[config.mk]
export PLATFORM = sky130hd
export DESIGN_NAME = ghash_core
export DESIGN_NICKNAME = d
export VERILOG_FILES = /design/src/rtl/gcm_pkg.sv /design/src/rtl/gfmul_v2.sv /design/src/rtl/ghash_core.sv
export SDC_FILE = /design/constraint.sdc
export NUM_CORES = 2
export LEC_CHECK = 0
export CORE_UTILIZATION = 47
export DETAILED_ROUTE_END_ITERATION = 6
export PLACE_DENSITY = 0.71
export RECOVER_POWER = 25
export SLEW_MARGIN = 15
export SYNTH_ARGS = -nofsm -noshare
export SYNTH_HDL_FRONTEND = slang
export SYNTH_HIERARCHICAL = 1
export SYNTH_SLANG_ARGS = --single-unit
[constraint.sdc]
create_clock -name iClk -period 3.6 [get_ports iClk]
set_input_delay 0.9 -clock iClk [delete_from_list [all_inputs] [get_ports iClk]]
set_output_delay 0.9 -clock iClk [all_outputs]
set_load 0.05 [all_outputs]
[src/rtl/gcm_pkg.sv]
// rtl/gcm_pkg.sv - shared GCM constants, FSM state type and GF(2^128) shift helper
package gcm_pkg;

  localparam int GCM_BLK_W  = 128;
  localparam int GF_MUL_LAT = 129;

  // Reduction constant R = 11100001 || 0^120, in GCM bit order
  localparam logic [0:GCM_BLK_W-1] GF_R = {8'hE1, 120'h0};

  typedef enum logic [2:0] {
    IDLE,
    WAIT,
    MUL,
    LEN,
    DONE
  } state_e;

  // V * x in GCM bit order: shift toward index 127, reduce if bit 127 falls out
  function automatic logic [0:GCM_BLK_W-1] gf_mulx(input logic [0:GCM_BLK_W-1] v);
    return v[GCM_BLK_W-1] ? ((v >> 1) ^ GF_R) : (v >> 1);
  endfunction

endpackage

[src/rtl/gfmul_v2.sv]
// rtl/gfmul_v2.sv - bit-serial GF(2^128) multiplier, one operand bit per cycle
module gfmul_v2
  import gcm_pkg::*;
(
  input  logic                 iClk,
  input  logic                 iRstn,
  input  logic [0:GCM_BLK_W-1] iCtext,
  input  logic                 iCtext_valid,
  input  logic [0:GCM_BLK_W-1] iHashkey,
  input  logic                 iHashkey_valid,
  output logic [0:GCM_BLK_W-1] oResult,
  output logic                 oResult_valid
);

  logic [7:0]           r_cnt;
  logic [0:GCM_BLK_W-1] r_z;
  logic [0:GCM_BLK_W-1] r_v;
  logic                 w_go;
  logic                 w_done;
  logic [0:GCM_BLK_W-1] w_z_cur;
  logic [0:GCM_BLK_W-1] w_v_cur;
  logic [0:GCM_BLK_W-1] w_z_nxt;

  assign w_go   = iCtext_valid & iHashkey_valid;
  assign w_done = w_go && (r_cnt == 8'(GF_MUL_LAT - 1));

  // Step 0 seeds the accumulators directly, so back-to-back products need no idle cycle
  always_comb begin
    w_z_cur = (r_cnt == 8'd0) ? '0 : r_z;
    w_v_cur = (r_cnt == 8'd0) ? iHashkey : r_v;
    w_z_nxt = iCtext[r_cnt[6:0]] ? (w_z_cur ^ w_v_cur) : w_z_cur;
  end

  always_ff @(posedge iClk) begin
    if (!iRstn) begin
      r_cnt <= 8'd0;
      r_z   <= '0;
      r_v   <= '0;
    end else if (!w_go || w_done) begin
      r_cnt <= 8'd0;
    end else begin
      r_cnt <= r_cnt + 8'd1;
      r_z   <= w_z_nxt;
      r_v   <= gf_mulx(w_v_cur);
    end
  end

  assign oResult       = r_z;
  assign oResult_valid = w_done;

endmodule

[src/rtl/ghash_core.sv]
// rtl/ghash_core.sv - GHASH accumulator: folds data blocks then the length block through one multiplier
module ghash_core
  import gcm_pkg::*;
(
  input  logic                 iClk,
  input  logic                 iRstn,
  input  logic [0:GCM_BLK_W-1] iHashkey,
  input  logic                 iHashkey_valid,
  input  logic                 iStart,
  input  logic [0:63]          iAadBits,
  input  logic [0:63]          iCtBits,
  input  logic [0:GCM_BLK_W-1] iBlock,
  input  logic                 iBlock_valid,
  input  logic                 iBlock_last,
  output logic                 oBlock_ready,
  output logic [0:GCM_BLK_W-1] oGhash,
  output logic                 oGhash_valid,
  output logic                 oBusy
);

  state_e               r_state;
  state_e               w_state_nxt;
  logic [0:GCM_BLK_W-1] r_y;
  logic [0:GCM_BLK_W-1] r_op;
  logic [0:GCM_BLK_W-1] r_lenblk;
  logic [0:GCM_BLK_W-1] r_ghash;
  logic                 r_last;
  logic                 r_mul_go;
  logic [0:GCM_BLK_W-1] w_result;
  logic                 w_result_valid;
  logic                 w_start_ok;

  assign w_start_ok = iStart & iHashkey_valid;

  always_comb begin
    w_state_nxt  = r_state;
    oBlock_ready = 1'b0;
    oGhash_valid = 1'b0;
    oBusy        = (r_state != IDLE);
    case (r_state)
      IDLE: if (w_start_ok)
              w_state_nxt = (iAadBits == 64'd0 && iCtBits == 64'd0) ? LEN : WAIT;
      WAIT: begin
        oBlock_ready = 1'b1;
        if (iBlock_valid) w_state_nxt = MUL;
      end
      MUL:  if (w_result_valid) w_state_nxt = r_last ? LEN : WAIT;
      LEN:  if (w_result_valid) w_state_nxt = DONE;
      DONE: begin
        oGhash_valid = 1'b1;
        w_state_nxt  = IDLE;
      end
      default: w_state_nxt = IDLE;
    endcase
  end

  always_ff @(posedge iClk) begin
    if (!iRstn) r_state <= IDLE;
    else        r_state <= w_state_nxt;
  end

  always_ff @(posedge iClk) begin
    if (!iRstn) begin
      r_y      <= '0;
      r_op     <= '0;
      r_lenblk <= '0;
      r_ghash  <= '0;
      r_last   <= 1'b0;
      r_mul_go <= 1'b0;
    end else begin
      // Follows the next state so the multiplier stays driven straight from MUL into LEN
      r_mul_go <= (w_state_nxt == MUL) || (w_state_nxt == LEN);
      case (r_state)
        IDLE: if (w_start_ok) begin
          r_y      <= '0;
          r_lenblk <= {iAadBits, iCtBits};
          r_op     <= {iAadBits, iCtBits};
        end
        WAIT: if (iBlock_valid) begin
          r_op   <= r_y ^ iBlock;
          r_last <= iBlock_last;
        end
        MUL: if (w_result_valid) begin
          r_y <= w_result;
          if (r_last) r_op <= w_result ^ r_lenblk;
        end
        LEN: if (w_result_valid) r_ghash <= w_result;
        default: ;
      endcase
    end
  end

  gfmul_v2 u_gfmul (
    .iClk           (iClk),
    .iRstn          (iRstn),
    .iCtext         (r_op),
    .iCtext_valid   (r_mul_go),
    .iHashkey       (iHashkey),
    .iHashkey_valid (r_mul_go),
    .oResult        (w_result),
    .oResult_valid  (w_result_valid)
  );

  assign oGhash = r_ghash;

endmodule
### After elaboration in Yosys (flattened, before gate mapping)

Cells that the tools add are included.
W data, S select, Z words.

* $add $sub $neg: 1
* $lt $le $gt $ge: 1
* equal/unequal tests: 11
* muxes and demuxes: 24
* bitwise logic cells: 7
* reductions and logical operators: 18

Operators by type and width (number)
* $mux W128: 10
* $pmux W128 S3: 1
* $xor A128 B128 Y128: 3
* $pmux W128 S2: 1
* $logic_not A64 Y1: 2
* $eq A3 B2 Y1 const B: 4
* $mux W3: 4
* $pmux W3 S4: 1
* $add A8 B1 Y8 const B: 1
* $eq A8 B8 Y1 const B: 1
* $ge A8 B8 Y1 const B: 1
* $logic_not A8 Y1: 1
* $not A7 Y8: 1
* $bmux W1 S7: 1
* $ne A2 B2 Y1 const B: 3
* $reduce_and A2 Y1: 3
* $reduce_bool A3 Y1: 2
* $reduce_and A5 Y1: 1
* $mux W1: 4
* $mux W2: 2
* $not A3 Y4: 1
* $eq A3 B1 Y1 const B: 1
* $eq A3 B3 Y1 const B: 1
* $logic_not A3 Y1: 1
* 9 further kinds: 11

* bits in registers: 781
* input bits: 390
* output and inout bits: 131
* word-level logic and storage cells: 72

### Depth between registers and ports, before layout

* word-level depth: 7
* depth in mapped cells: 14
* mapped depth without buffers: 9

### Modules after synthesis

Netlist, hierarchy kept.

By module, submodules not included
* ghash_core: times used 1, cells each 2604, area an instance 22713.0 um^2, sequential area each 10349.9 um^2
* gfmul_v2: times used 1, cells each 1687, area an instance 13325.3 um^2, sequential area each 5285.1 um^2

### Worst setup path after synthesis

No wires, ideal clock.

* kind: reg-to-output
* start: register r_state[1]
* end: output oGhash_valid
* arrival time: 1.592 ns
* data required time: 2.700 ns
* setup slack: 1.108 ns
* stages on the path, launching flop included: 3
* path buffers: 1
* cell sequence: dfxtp_1 > buf_2 > nor3b_1

* word-level cells in the longest chain between the ends: 2

RTL lines
* start: declaration: line ghash_core.sv:21 `state_e r_state;`
* start signal: assignment: line ghash_core.sv:59 `else r_state <= w_state_nxt;`
* $eq A3 B3 Y1: line ghash_core.sv:40 `case (r_state)`
* $mux W1: line ghash_core.sv:40
* end: declaration: line ghash_core.sv:17 `output logic oGhash_valid,`

Every way passes these cells.

### Worst setup path after layout

* start: register u_gfmul.r_cnt[3]
* end: register u_gfmul.r_z (netlist bit u_gfmul/oResult[98])

* word-level cells in the longest chain between the ends: 5
* elaborated cells between the ends (all ways): 12
* those cells by class: 1 x eq/ne; 6 x mux; 2 x bitwise; 3 x reduce/logical

RTL lines
* start: declaration: line gfmul_v2.sv:15 `logic [7:0] r_cnt;`
* start signal: assignment: line gfmul_v2.sv:42 `r_cnt <= r_cnt + 8'd1;`
* $not A7 Y8 (not written as such): line gfmul_v2.sv:31 `w_z_nxt = iCtext[r_cnt[6:0]] ? (w_z_cur ^ w_v_cur) : w_z_cur;`
* $bmux W1 S7: line gfmul_v2.sv:31
* $mux W1 (not written as such) (2 in series): line gfmul_v2.sv:31
* $mux W128: line gfmul_v2.sv:31
* end signal: assignment: line gfmul_v2.sv:43 `r_z <= w_z_nxt;`
* end: declaration: line gfmul_v2.sv:16 `logic [0:GCM_BLK_W-1] r_z;`

Several ways; a longest one is shown, not always the timed one. The select of a mux whose other input is x is not followed.
A chain may end at the register's enable or synchronous reset.

==> out/metrics.csv <==
metric,value,unit
status,finished clean,
wire per inst,20.3,um
CTS Root Buffer Type,clkbuf_16,
Max Clock Freq,291,MHz
antenna-violating nets left,0,
TritonCTS Buffers,83,
main combinational cell family by area after synthesis,compound AO/OA/AOI/OAI gates,
Cells after Synth,4291,
first-pass GRT wire length,178000,um
Cells after DPL,5542,
Vias/cell,5.73,
Total Power,19.8,mW
final wirelength,116000,um
die footprint,77800,um2
HP Class,flip-flop to flip-flop,
Worst-Margin Slew,1.43,ns
Leak,15.8,nW
primary flip-flop cell chosen by synthesis mapping,dfxtp_1,
net count reported at finish,4989,
RSZ-0062 raised after global routing,false,
share of cells above drive strength 1,0.0697,
Layout Cells excl Fill,5703,
GRT Total Usage,0.288,
met1 GRT Util,0.379,
Sum Neg Setup Slack,0,ns
Worst Skew,0.0254,ns
synthesis warning total,6,
grt ovf,0,
Post-Syn Area,36000,um2
worst vdd ir,0.000314,V
Initial Util,0.475,
post-cts resize count,0,
CTS tree,done,
critical path class,flip-flop to flip-flop,
most common cell in the netlist,nand2_1,
gpl congestion,0.833,
Clock Latency Late Sink,0.63,ns
first drt pass iteration count,7,
adder-cell share of the synthesized area,0.000694,
antenna violations before repair,17,
relative slew slack,0.0472,
synthesized-area fraction occupied by and/or/nand/nor cells,0.148,
Remaining DRCs,0,
PD cells,444,nW/um2
DP Area,41900,um2
"top cells by area, synth","dfxtp_1, nand2_1, xnor2_1",
Async SR Flop Fraction,0,
core area,75900,um2
via count,32700,
Buffers on Ports,520,
final period demand of the worst path,3.43,ns
CTS Hold Bufs,0,
CP Capture Type,flip-flop,
post-synth cell types,50,
die height,279,um
post-synthesis mux area share,0.0207,
"top cells by count, synth","nand2_1, dfxtp_1, a21oi_1",
"EDFF count, synth",0,
layer with the highest usage,met2,
Util after Layout,0.587,
DP HPWL,77500,um
vias in the first global route,30400,
largest net degree at the start of global routing,211,
met2 global-route usage,0.475,
post-route design area,44600,um2
post-synthesis xor/xnor area fraction,0.0651,
P&R area growth vs syn,23.7,%
syn avg cell area,8.40,um2
"flops & latches, synth",781,
Final Setup Violations,0,
Ports,521,
post-synthesis compound-gate area fraction,0.286,
post-synthesis sequential area ratio,0.434,
GR Layer Usage met3,0.0459,
die boundary width,279,um
Worst Path Required,4.15,ns
First DRT Iteration DRCs,2754,
# Max-Cap Violations,0,
Final period util,0.954,
CP Data Arrival Time,3.98,ns
CTS Buffer Depth,3,
Sink Count,781,
final hold violations,0,
Mapped Nets,4683,
Worst Path Max Fanout,118,
H-tree Lvls,3,
Final Max Slew Viols,0,
Clock Pin Slew Worst Setup and Hold Paths,0.06,ns
share of the synthesized area in the top cell type,0.434,
Yosys top cell by area,dfxtp_1,
CP startpoint kind,flip-flop,
setup repair bufs after CTS,0,
standard-cell row count,101,
## placed cells by master (no fill, tap or decap), types with 24 or more instances in the layout
cell type	netlist	final
nand2_1	933	933
dfxtp_1	781	779
clkdlybuf4s50_1	0	517
a21oi_1	445	445
xnor2_1	263	263
a21boi_0	260	259
nor2b_1	137	137
o21ai_0	134	134
a22oi_1	133	133
o211ai_1	132	132
o22ai_1	130	130
o211a_1	128	128
nor2_1	129	127
clkbuf_16	0	85
o21ai_2	80	80
buf_4	6	46
o21ai_1	40	40
nor4_1	33	32
mux4_2	25	25
clkbuf_1	282	24
## flip-flops by register name (all words and copies together) (netlist names)
register         cells
oGhash             128
r_last               1
r_lenblk           128
r_mul_go             1
r_op               128
r_state              3
r_y                128
u_gfmul/oResult    128
u_gfmul/r_cnt        8
u_gfmul/r_v        128
## metrics by stage
step	hold slack [ns]	worst slack, ns
3_5_place_dp	0.455	0.148
2_1_floorplan	0.457	1.11
5_1_grt	0.475	0.00618
3_3_place_gp	0.450	-0.361
4_1_cts	0.464	0.212
6_report	0.459	0.166
## where the power goes
| group | switching [mW] | leakage (nW) | internal (mW) |
|---|---|---|---|
| logic | 1.11 | 8.15 | 0.987 |
| clock network | 3.58 | 1.35 | 5.04 |
| registers | 0.167 | 6.33 | 8.91 |
## cell type report
type                       instances  area (um2)
sequential                       781       15600
multi-input combinational       3132       18800
fill                            6774       31400
clock inverter                    22         244
timing repair buffer             592        6020
antenna                           12        30.0
clock buffer                     127        2480
inverter                           7        26.3
tap                             1030        1290
## worst max-delay path, stage by stage, from the launching register on
cell and delay, ns:
dfxtp_1 0.58, clkbuf_1 0.41, nor2_1 0.24, a22o_1 0.33, a211oi_1 0.49, a32o_4 0.34, buf_12 0.43, o211ai_1 0.23
o21ai_2 0.10
## cells by family after synthesis
logic type      count (synthesis)
compound gates               1544
simple gates                 1275
flops                         781
buf+inv                       378
xor+xnor                      268
mux                            43
fa+ha+maj                       2
## final timing paths
path                    start             endpoint  slack (ns)  cells past startpoint
max          u_gfmul/r_cnt[3]  u_gfmul/oResult[98]        0.17                      8
min                oGhash[38]           oGhash[38]        0.46                      2
max reg2reg  u_gfmul/r_cnt[3]  u_gfmul/oResult[98]        0.17                      8
min reg2reg        oGhash[38]           oGhash[38]        0.46                      2
## layer usage
layer	vias to the layer above	part of all wire
li1	15700	-
met2	1170	0.47
met5	-	0.00060
met3	195	0.064
met1	15600	0.43
met4	10	0.031
(Power assumes the default switching activity.)
